### src/rtl/shift_pipe.sv
// Pipelined barrel shifter/rotator, one register stage per shift-amount bit.
// Modes: SHR, ROTR, SHL, SAR; global stall on valid/ready backpressure.
module shift_pipe #(
  parameter  int WIDTH = 32,
  localparam int SHW   = $clog2(WIDTH)
) (
  input  logic             clk,
  input  logic             rst_n,
  input  logic             in_valid,
  output logic             in_ready,
  input  logic [WIDTH-1:0] in_data,
  input  logic [SHW-1:0]   in_amt,
  input  logic [1:0]       in_mode,
  output logic             out_valid,
  input  logic             out_ready,
  output logic [WIDTH-1:0] out_data
);

  localparam logic [1:0] M_SHR  = 2'b00;
  localparam logic [1:0] M_ROTR = 2'b01;
  localparam logic [1:0] M_SHL  = 2'b10;

  function automatic logic [WIDTH-1:0] step(
    input logic [WIDTH-1:0] d,
    input logic [1:0]       m,
    input int               s
  );
    logic [WIDTH-1:0] r;
    unique case (m)
      M_SHR:   r = d >> s;
      M_ROTR:  r = (d >> s) | (d << (WIDTH - s));
      M_SHL:   r = d << s;
      default: r = $unsigned($signed(d) >>> s);
    endcase
    return r;
  endfunction

  logic adv;

  // Index k is the input of stage k; index SHW is the pipe output.
  logic [WIDTH-1:0] st_data [SHW+1];
  logic [SHW-1:0]   st_amt  [SHW];
  logic [1:0]       st_mode [SHW];
  logic [SHW:0]     st_vld;

  assign adv       = !out_valid | out_ready;
  assign in_ready  = adv;
  assign out_valid = st_vld[SHW];
  assign out_data  = st_data[SHW];

  assign st_data[0] = in_data;
  assign st_amt[0]  = in_amt;
  assign st_mode[0] = in_mode;
  assign st_vld[0]  = in_valid;

  for (genvar k = 0; k < SHW; k++) begin : g_stg
    logic [WIDTH-1:0] data_d, data_q;
    logic             vld_d, vld_q;

    always_comb begin
      data_d = data_q;
      vld_d  = vld_q;
      if (adv) begin
        vld_d  = st_vld[k];
        data_d = st_amt[k][k]
               ? step(st_data[k], st_mode[k], 1 << k)
               : st_data[k];
      end
    end

    always_ff @(posedge clk or negedge rst_n) begin
      if (!rst_n) begin
        data_q <= '0;
        vld_q  <= 1'b0;
      end else begin
        data_q <= data_d;
        vld_q  <= vld_d;
      end
    end

    assign st_data[k+1] = data_q;
    assign st_vld[k+1]  = vld_q;

    // The final stage has no consumer for amt/mode.
    if (k < SHW - 1) begin : g_fwd
      logic [SHW-1:0] amt_d, amt_q;
      logic [1:0]     mode_d, mode_q;

      always_comb begin
        amt_d  = amt_q;
        mode_d = mode_q;
        if (adv) begin
          amt_d  = st_amt[k];
          mode_d = st_mode[k];
        end
      end

      always_ff @(posedge clk or negedge rst_n) begin
        if (!rst_n) begin
          amt_q  <= '0;
          mode_q <= '0;
        end else begin
          amt_q  <= amt_d;
          mode_q <= mode_d;
        end
      end

      assign st_amt[k+1]  = amt_q;
      assign st_mode[k+1] = mode_q;
    end
  end

endmodule

### config.mk
export PLATFORM = sky130hd
export DESIGN_NAME = shift_pipe
export DESIGN_NICKNAME = d
export VERILOG_FILES = /design/src/rtl/shift_pipe.sv
export SDC_FILE = /design/constraint.sdc
export NUM_CORES = 1
export LEC_CHECK = 0
export CAP_MARGIN = 20
export CORE_ASPECT_RATIO = 2
export CORE_MARGIN = 2
export CORE_UTILIZATION = 59
export CTS_CLUSTER_SIZE = 10
export DETAILED_ROUTE_END_ITERATION = 10
export PLACE_DENSITY = 0.8
export SYNTH_ARGS = -nofsm -noshare
export SYNTH_HDL_FRONTEND = slang
export SYNTH_SLANG_ARGS = --single-unit
### constraint.sdc
create_clock -name clk -period 1.47 [get_ports clk]
set_clock_uncertainty 0.05 [all_clocks]
set_input_delay 0.2205 -clock clk [delete_from_list [all_inputs] [get_ports clk]]
set_output_delay 0.2205 -clock clk [all_outputs]
set_load 0.1 [all_outputs]
======== Word-level counts from Yosys, hierarchy flattened ========
Cells that the tools add are included.
operators by class
  reduce and logical (&&, ||, !) cells .... 6
  muxes and demuxes ....................... 10
  bitwise operators ....................... 6
  equality and inequality tests ........... 10
operator list
  kind                                                                    count
  32-bit case mux with 3 select lines                                     5
  32-bit 2-to-1 mux                                                       5
  16-bit by 32-bit bitwise OR with 32-bit output                          1
  24-bit by 32-bit bitwise OR with 32-bit output                          1
  28-bit by 32-bit bitwise OR with 32-bit output                          1
  30-bit by 32-bit bitwise OR with 32-bit output                          1
  31-bit by 32-bit bitwise OR with 32-bit output                          1
  2-bit by 1-bit equality test with 1-bit output (second input constant)  5
  2-bit equality test (second input constant)                             5
  2-bit zero test                                                         5
  1-bit zero test                                                         1
  1-bit bitwise OR                                                        1
storage, ports and cells
  input bits .............................. 43
  word-level logic and storage cells ...... 50
  bits in registers ....................... 193

======== Depth between registers and ports, before layout ========
Gate-level depths: netlist of run 1.
  word-level depth ........................ 3
  mapped depth ............................ 6
  gate-level depth less buffers ........... 4

======== Worst setup path after synthesis of run 1 ========
Ideal clock, no wire load.
  path kind ............................... reg-to-reg
  from .................................... reg g_stg[4].vld_q, in the netlist out_valid
  to ...................................... reg g_stg[0].g_fwd.amt_q[4]
  data required time ...................... 1.302 ns
  buffers on the path ..................... 2
  period minus slack after synthesis ...... 2.108 ns
  path slack .............................. -0.638 ns
  arrival ................................. 1.940 ns
  stages on the path, launching flop included .. 7
  cell sequence ........................... dfrtp_1 -> nor2b_2 -> inv_2 -> buf_4 -> buf_2 -> nand2_1 -> nand2_1
between the ends
  word-level cells in the longest chain between the ends .. 2
ends and longest elaborated chain
  item                      RTL line  text
  start: declaration        58        logic vld_d, vld_q;
  start signal: assignment  77        vld_q <= vld_d;
  1-bit zero test           46        assign adv = !out_valid | out_ready;
  1-bit bitwise OR          46
  named net in_ready        10        output logic in_ready,
  end signal: assignment    103       amt_q <= amt_d;
  end: declaration          86        logic [SHW-1:0] amt_d, amt_q;
The timed path passes the listed nets, and every way through them passes these cells.
A chain may end at the register's enable or synchronous reset.

======== Final worst setup path of run 1 ========
  from .................................... reg g_stg[4].vld_q, in the netlist out_valid
  to ...................................... out in_ready
between the ends
  word-level cells in the longest chain between the ends .. 2
ends and longest elaborated chain
  item              RTL line
  1-bit zero test   46
  1-bit bitwise OR  46
  end: declaration  10
No other way between the ends.

==> results of run 1 <==
cells in the final DEF, fill, tap and decap left out, types with 11 or more instances in the layout:
master	Yosys	routed
nand2_1	204	204
dfrtp_1	183	179
o21ai_0	165	157
o21ai_1	111	119
and3b_1	98	98
a211oi_1	96	96
buf_4	4	52
buf_12	0	51
clkdlybuf4s50_1	0	41
nor2b_1	27	26
a31oi_1	23	23
clkbuf_16	0	23
inv_1	20	20
o211a_1	16	16
mux2_2	13	13
a221oi_1	21	11
power by group:
part | internal [uW] | switching (uW) | total [uW]
clock network | 2410 | 2140 | 4550
registers | 7440 | 2790 | 10200
logic | 6770 | 9690 | 16500
worst reg2reg max path, stage by stage (launching register included):
cell and delay (ns):
dfrtp_4 0.48, nor2b_4 0.14, clkinv_4 0.05, buf_4 0.26, buf_8 0.23, o21ai_0 0.11, o21ai_0 0.19
kinds of logic (layout without fill, tap and decap cells):
logic type | count (synthesis) | count (layout) | synth area share
AO/OA/AOI/OAI | 452 | 452 | 0.2708
AND/OR/NAND/NOR | 345 | 345 | 0.1876
flip-flops | 183 | 183 | 0.4534
buffers and inverters | 134 | 217 | 0.06913
multiplexers | 15 | 15 | 0.01747
XOR/XNOR | 1 | 1 | 0.001611
per-layer routing:
metal | vias to the layer above | routed length (um)
li1 | 4223 | -
met2 | 382 | 15850
met3 | 136 | 1154
met4 | 0 | 2289
met1 | 4427 | 9036
met5 | - | 0
sequential cells by signal, indices dropped and copies added (netlist names):
register            count
g_stg.data_q          128
g_stg.g_fwd.amt_q      10
g_stg.g_fwd.mode_q      8
g_stg.vld_q             4
out_data               32
out_valid               1
area by class of cell:
type                            count  share of cell area
Clock buffer                       17             0.03369
Clock inverter                     15             0.01249
Inverter                           21            0.006639
Multi-Input combinational cell    813              0.3914
Sequential cell                   183              0.3633
Tap cell                          207             0.02051
Timing Repair Buffer              164              0.1720
how the worst min path moves through the flow:
stage,cells past startpoint,slack (ns),to
2_1_floorplan,0,-0.13,g_stg[0].data_q[0]
3_3_place_gp,1,0.07,out_data[28]
3_5_place_dp,1,0.07,out_data[14]
4_1_cts,2,0.17,out_data[12]
5_1_grt,2,0.19,out_data[12]
6_report,2,0.18,out_data[12]
metrics by stage:
step / instance area, um2 / setup WS (ns) / power (uW) / cells / hold slack [ns]
floorplan: 10180 / -0.02274 / 20010 / 1130 / -0.1251
global placement: 11690 / -0.1826 / 24990 / 1375 / 0.06679
detailed placement: 11690 / -0.2810 / 25500 / 1375 / 0.06680
CTS: 12390 / -0.1863 / 30390 / 1411 / 0.1707
global route: 12630 / -0.1975 / 32900 / 1420 / 0.1927
finish: 12630 / -0.1637 / 31240 / 1420 / 0.1752
what timing repair did:
item / 4_1_cts / 5_1_grt
gates cloned: 0 / 8
endpoints found under the setup margin: 34 / 151
hold endpoints to repair: 183 / 0
resized for setup: 22 / 13
hold buffers: 1 / 0
pin swaps: 2 / 0
buffers inserted: 4 / 1
==> flow_summary.json, run 1 <==
{
  "outcome": "finished with violations",
  "violations": "negative setup slack",
  "grt_pass1_wl_mm": 44.10,
  "start_util": 0.6024,
  "regToRegEndpoint": "g_stg[2].data_q[5]",
  "worstMarginPinSlew_ns": 0.5585,
  "ys_types": 31,
  "routabilityCongestion": 1.059,
  "startpoint": "out_valid",
  "areaGrowthSynthToFinish_pct": 25.02,
  "grt_max_degree": 70,
  "start_kind": "flip-flop",
  "critPathSlowestCell": "dfrtp_4",
  "drive_gt1_frac": 0.1575,
  "r2r_cells": 6,
  "drv_cap": 0,
  "grt_pass1_vias": 9043,
  "min_period_ns": 1.634,
  "multi_input_area_um2": 4942,
  "ys_warn_count": 0,
  "cp-endpoint": "in_ready",
  "synth.most_common_cell": "nand2_1",
  "antenna_found_initial": 0,
  "slowest_delay_ns": 0.41,
  "drt_iter0_drc": 550,
  "layout.nets": 1243,
  "pwr_density_cell_nw_per_um2": 2474,
  "synth_edf_count": 0,
  "finalHoldViolations": 0,
  "design.core.area_um2": 16770,
  "cts_max_level": 4,
  "worstPathRequired_ns": 1.20,
  "rsz0062_at_grt": "yes",
  "synth_top_cell_by_area": "dfrtp_1",
  "syn_inst": 1130,
  "dp_hpwl_mm": 19.53,
  "clk_pin_slew_ns": 0.08,
  "die_h_um": 189.0,
  "numCtsBuffers": 17,
  "ys_ff_latch": 183,
  "synth_top_flop_cell": "dfrtp_1",
  "leakage_uw": 0.005659,
  "via_count": 9168,
  "criticalPathCategory": "flip-flop to output pin",
  "dr.pass1.iters": 6,
  "ir_worst_vdd_mv": 1.175,
  "period_share": 1.111,
  "finalSetupViolations": 117,
  "hold_path_class": "primary input to async pin",
  "fill_cells": 1138,
  "grt_util_all_layers": 0.3088,
  "fin_setup_tns_ns": -4.284,
  "cp.depth": 4,
  "post-route-util": 0.7531,
  "relSlewSlack": 0.6277,
  "wl_per_cell_um": 19.95,
  "yosys-top-cells-area": "dfrtp_1 (45%), and3b_1 (8.5%), o21ai_0 (8.2%), nand2_1 (7.6%), a211oi_1 (7.1%)",
  "die_w_um": 96.52,
  "fp-row-count": 67,
  "dieArea_um2": 18240,
  "avgViaCountPerCell": 6.456,
  "post-route-drc-count": 0,
  "drv_slew": 0,
  "regArea_um2": 4587,
  "top_usage_layer": "met2",
  "crit_family": "flip-flops",
  "async_flop_share": 1.000,
  "fmax_ghz": 0.6121,
  "crit_fanout": 2,
  "syn_nets": 1173,
  "worst-r2r-setup-slack_ns": -0.11,
  "io-pin-count": 77,
  "grt_use_met2": 0.5751,
  "io_buffers": 76,
  "synth.avg_cell_area_um2": 8.938,
  "clockRootBuffer": "clkbuf_16",
  "postRouteAntennaNets": 0,
  "clock_sinks": 183,
  "gr-usage-met1": 0.2897,
  "met3_usage": 0.04576,
  "setup_ws_ns": -0.1637,
  "crit_buf_inv": 3,
  "synth.yosys.seq_area_share": 0.4534,
  "clock_latency_ns": 0.44,
  "antenna_cells_inserted": 0,
  "clk_path_buf_depth": 2,
  "endpoint_kind": "output pin",
  "yosys.area.top_type_share": 0.4534,
  "drt_wl_total_mm": 28.33,
  "cts_tree": "done",
  "worst-endpoint-arrival_ns": 1.36,
  "synth_common_cells": "nand2_1 (204), dfrtp_1 (183), o21ai_0 (165)",
  "r2r-start": "out_valid",
  "cp_cell_sequence": "nor2b_4 -> clkinv_4 -> buf_8 -> buf_12",
  "overflow": 0,
  "syn_area_um2": 10100
}
No activity file was read; power rests on OpenSTA's default activity.
==> run 2: changes to the inputs <==
--- a/config.mk
+++ b/config.mk
@@ -5,7 +5,6 @@
 export SDC_FILE = /design/constraint.sdc
 export NUM_CORES = 1
 export LEC_CHECK = 0
-export CAP_MARGIN = 20
 export CORE_ASPECT_RATIO = 2
 export CORE_MARGIN = 2
 export CORE_UTILIZATION = 59
==> results of run 2 <==
The final DEF is identical to that of run 1; final timing and power are the same.
==> run 3: changes to the inputs <==
--- a/config.mk
+++ b/config.mk
@@ -5,6 +5,7 @@
 export SDC_FILE = /design/constraint.sdc
 export NUM_CORES = 1
 export LEC_CHECK = 0
+export CAP_MARGIN = 20
 export CORE_ASPECT_RATIO = 2
 export CORE_MARGIN = 2
 export CORE_UTILIZATION = 59
==> constraint.sdc (replaced) <==
create_clock -name clk -period 1.8 [get_ports clk]
set_clock_uncertainty 0.05 [all_clocks]
set_input_delay 0.27 -clock clk [delete_from_list [all_inputs] [get_ports clk]]
set_output_delay 0.27 -clock clk [all_outputs]
set_load 0.1 [all_outputs]
==> flow_summary.json, run 3 (synthesis results as in run 1) <==
{
  "layout.nets": 1212,
  "dieArea_um2": 18240,
  "drive_gt1_frac": 0.1252,
  "routabilityCongestion": 1.137,
  "r2r-start": "g_stg[1].g_fwd.mode_q[0]",
  "final_cell_mix": "nand2_1 (204), dfrtp_1 (181), o21ai_0 (165)",
  "clockRootBuffer": "clkbuf_16",
  "hold_path_class": "primary input to async pin",
  "io_buffers": 76,
  "cp_cell_sequence": "nor2b_4 -> clkinv_4 -> buf_4 -> buf_12",
  "relSlewSlack": 0.4349,
  "wl_per_cell_um": 18.06,
  "drt_iter0_drc": 432,
  "clk_pin_slew_ns": 0.07,
  "numCtsBuffers": 17,
  "largest_register_ffs": 128,
  "design.core.area_um2": 16770,
  "post-route-drc-count": 0,
  "cts_max_level": 4,
  "rsz0062_at_grt": "no",
  "grt_max_degree": 83,
  "finalSetupViolations": 0,
  "clock_latency_ns": 0.44,
  "grt_pass1_vias": 8606,
  "avgViaCountPerCell": 6.275,
  "drv_cap": 0,
  "worstMarginPinSlew_ns": 0.8435,
  "areaGrowthSynthToFinish_pct": 18.92,
  "grt_pass1_wl_mm": 41.77,
  "leakage_uw": 0.005377,
  "crit_fanout": 10,
  "min_period_ns": 1.717,
  "worst-r2r-setup-slack_ns": 0.10,
  "antenna_cells_inserted": 0,
  "grt_util_all_layers": 0.2950,
  "finalHoldViolations": 0,
  "p_sw_uw": 11320,
  "final_common_cell": "nand2_1",
  "outcome": "completed",
  "largest_register": "g_stg.data_q",
  "die_h_um": 189.0,
  "seq_power_share": 0.350,
  "die_w_um": 96.52,
  "swShare": 0.4702,
  "dp.cells": 1354,
  "fill_cells": 1264,
  "drv_slew": 0,
  "regToRegEndpoint": "g_stg[2].data_q[14]",
  "ir_worst_vdd_mv": 0.9352,
  "final-instance-count-excl-fill": 1389,
  "overflow": 0,
  "pwr_density_cell_nw_per_um2": 2005,
  "endpoint_kind": "output pin",
  "critPathSlowestCell": "dfrtp_2",
  "worst-endpoint-arrival_ns": 1.40,
  "cts_tree": "done",
  "dr.pass1.iters": 5,
  "clock_sinks": 183,
  "multi_input_area_um2": 4830,
  "start_kind": "flip-flop",
  "via_count": 8716,
  "period_share": 0.9538,
  "post-route-util": 0.7163,
  "pwr-share-comb": 0.500,
  "drt_wl_total_mm": 25.09,
  "clkPwrFrac": 0.150,
  "fmax_ghz": 0.5825,
  "postRouteAntennaNets": 0,
  "antenna_found_initial": 0,
  "dp_hpwl_mm": 18.87,
  "p_int_uw": 12760,
  "criticalPathCategory": "flip-flop to output pin",
  "fin_setup_tns_ns": 0,
  "io-pin-count": 77,
  "regArea_um2": 4582,
  "fp-row-count": 67,
  "worstPathRequired_ns": 1.48,
  "r2r_cells": 4,
  "start_util": 0.6024,
  "slowest_delay_ns": 0.35,
  "clk_path_buf_depth": 2
}
[run 3: layout make-up]
type | instances | area share
clock inverter | 15 | 0.01229
timing repair buffer | 133 | 0.1401
clock buffer | 17 | 0.03542
multi-input combinational | 813 | 0.4021
sequential | 183 | 0.3815
inverter | 21 | 0.006980
tap | 207 | 0.02156
[run 3: critical path: cells and delay by family (launching register included)]
family | cells | cell delay (ns)
simple gates | 1 | 0.17
flops | 1 | 0.35
buf+inv | 3 | 0.44
[run 3: worst max-delay path by stage]
stage | from | cells past startpoint | slack (ns) | endpoint
floorplan | out_valid | 4 | 0.09 | in_ready
global placement | out_ready | 7 | 0.06 | g_stg[3].data_q[13]
detailed placement | out_ready | 7 | 0.01 | g_stg[2].data_q[4]
CTS | out_valid | 4 | 0.02 | in_ready
global route | g_stg[1].g_fwd.mode_q[0] | 4 | 0.02 | g_stg[2].data_q[14]
finish | out_valid | 4 | 0.08 | in_ready
[run 3: power groups by stage]
| stage | registers (uW) | clock network (uW) | logic (uW) |
|---|---|---|---|
| final | 8420 | 3610 | 12000 |
| after global placement | 8270 | 0 | 11600 |
| after floorplan | 9850 | 0 | 6340 |
| after CTS | 8310 | 3660 | 12000 |
| after detailed placement | 8380 | 0 | 11900 |
| after global routing | 8590 | 3840 | 13100 |
[run 3: through the flow]
| step | hold WS [ns] | instance area [um2] | total power, uW | worst slack (ns) |
|---|---|---|---|---|
| after floorplan | -0.07559 | 10100 | 16190 | 0.09275 |
| after global placement | 0.1627 | 11400 | 19920 | 0.06221 |
| after detailed placement | 0.1673 | 11400 | 20300 | 0.01352 |
| after CTS | 0.2826 | 12000 | 23960 | 0.01645 |
| after global routing | 0.2923 | 12010 | 25480 | 0.02448 |
| final | 0.2702 | 12010 | 24080 | 0.08320 |
[run 3: metal layers]
layer  GRT usage  vias up  share of wire
met5           0        -              0
met4      0.1939        0          0.076
li1            -     4144              -
met1      0.2779     4171           0.32
met3     0.05332      113          0.038
met2      0.5505      288           0.56
[run 3: repair_timing]
item	CTS	global route
gates resized for setup	1	2
setup buffers	1	1
hold buffers	1	0
setup endpoints to repair	1	11
endpoints found under the hold margin	35	0
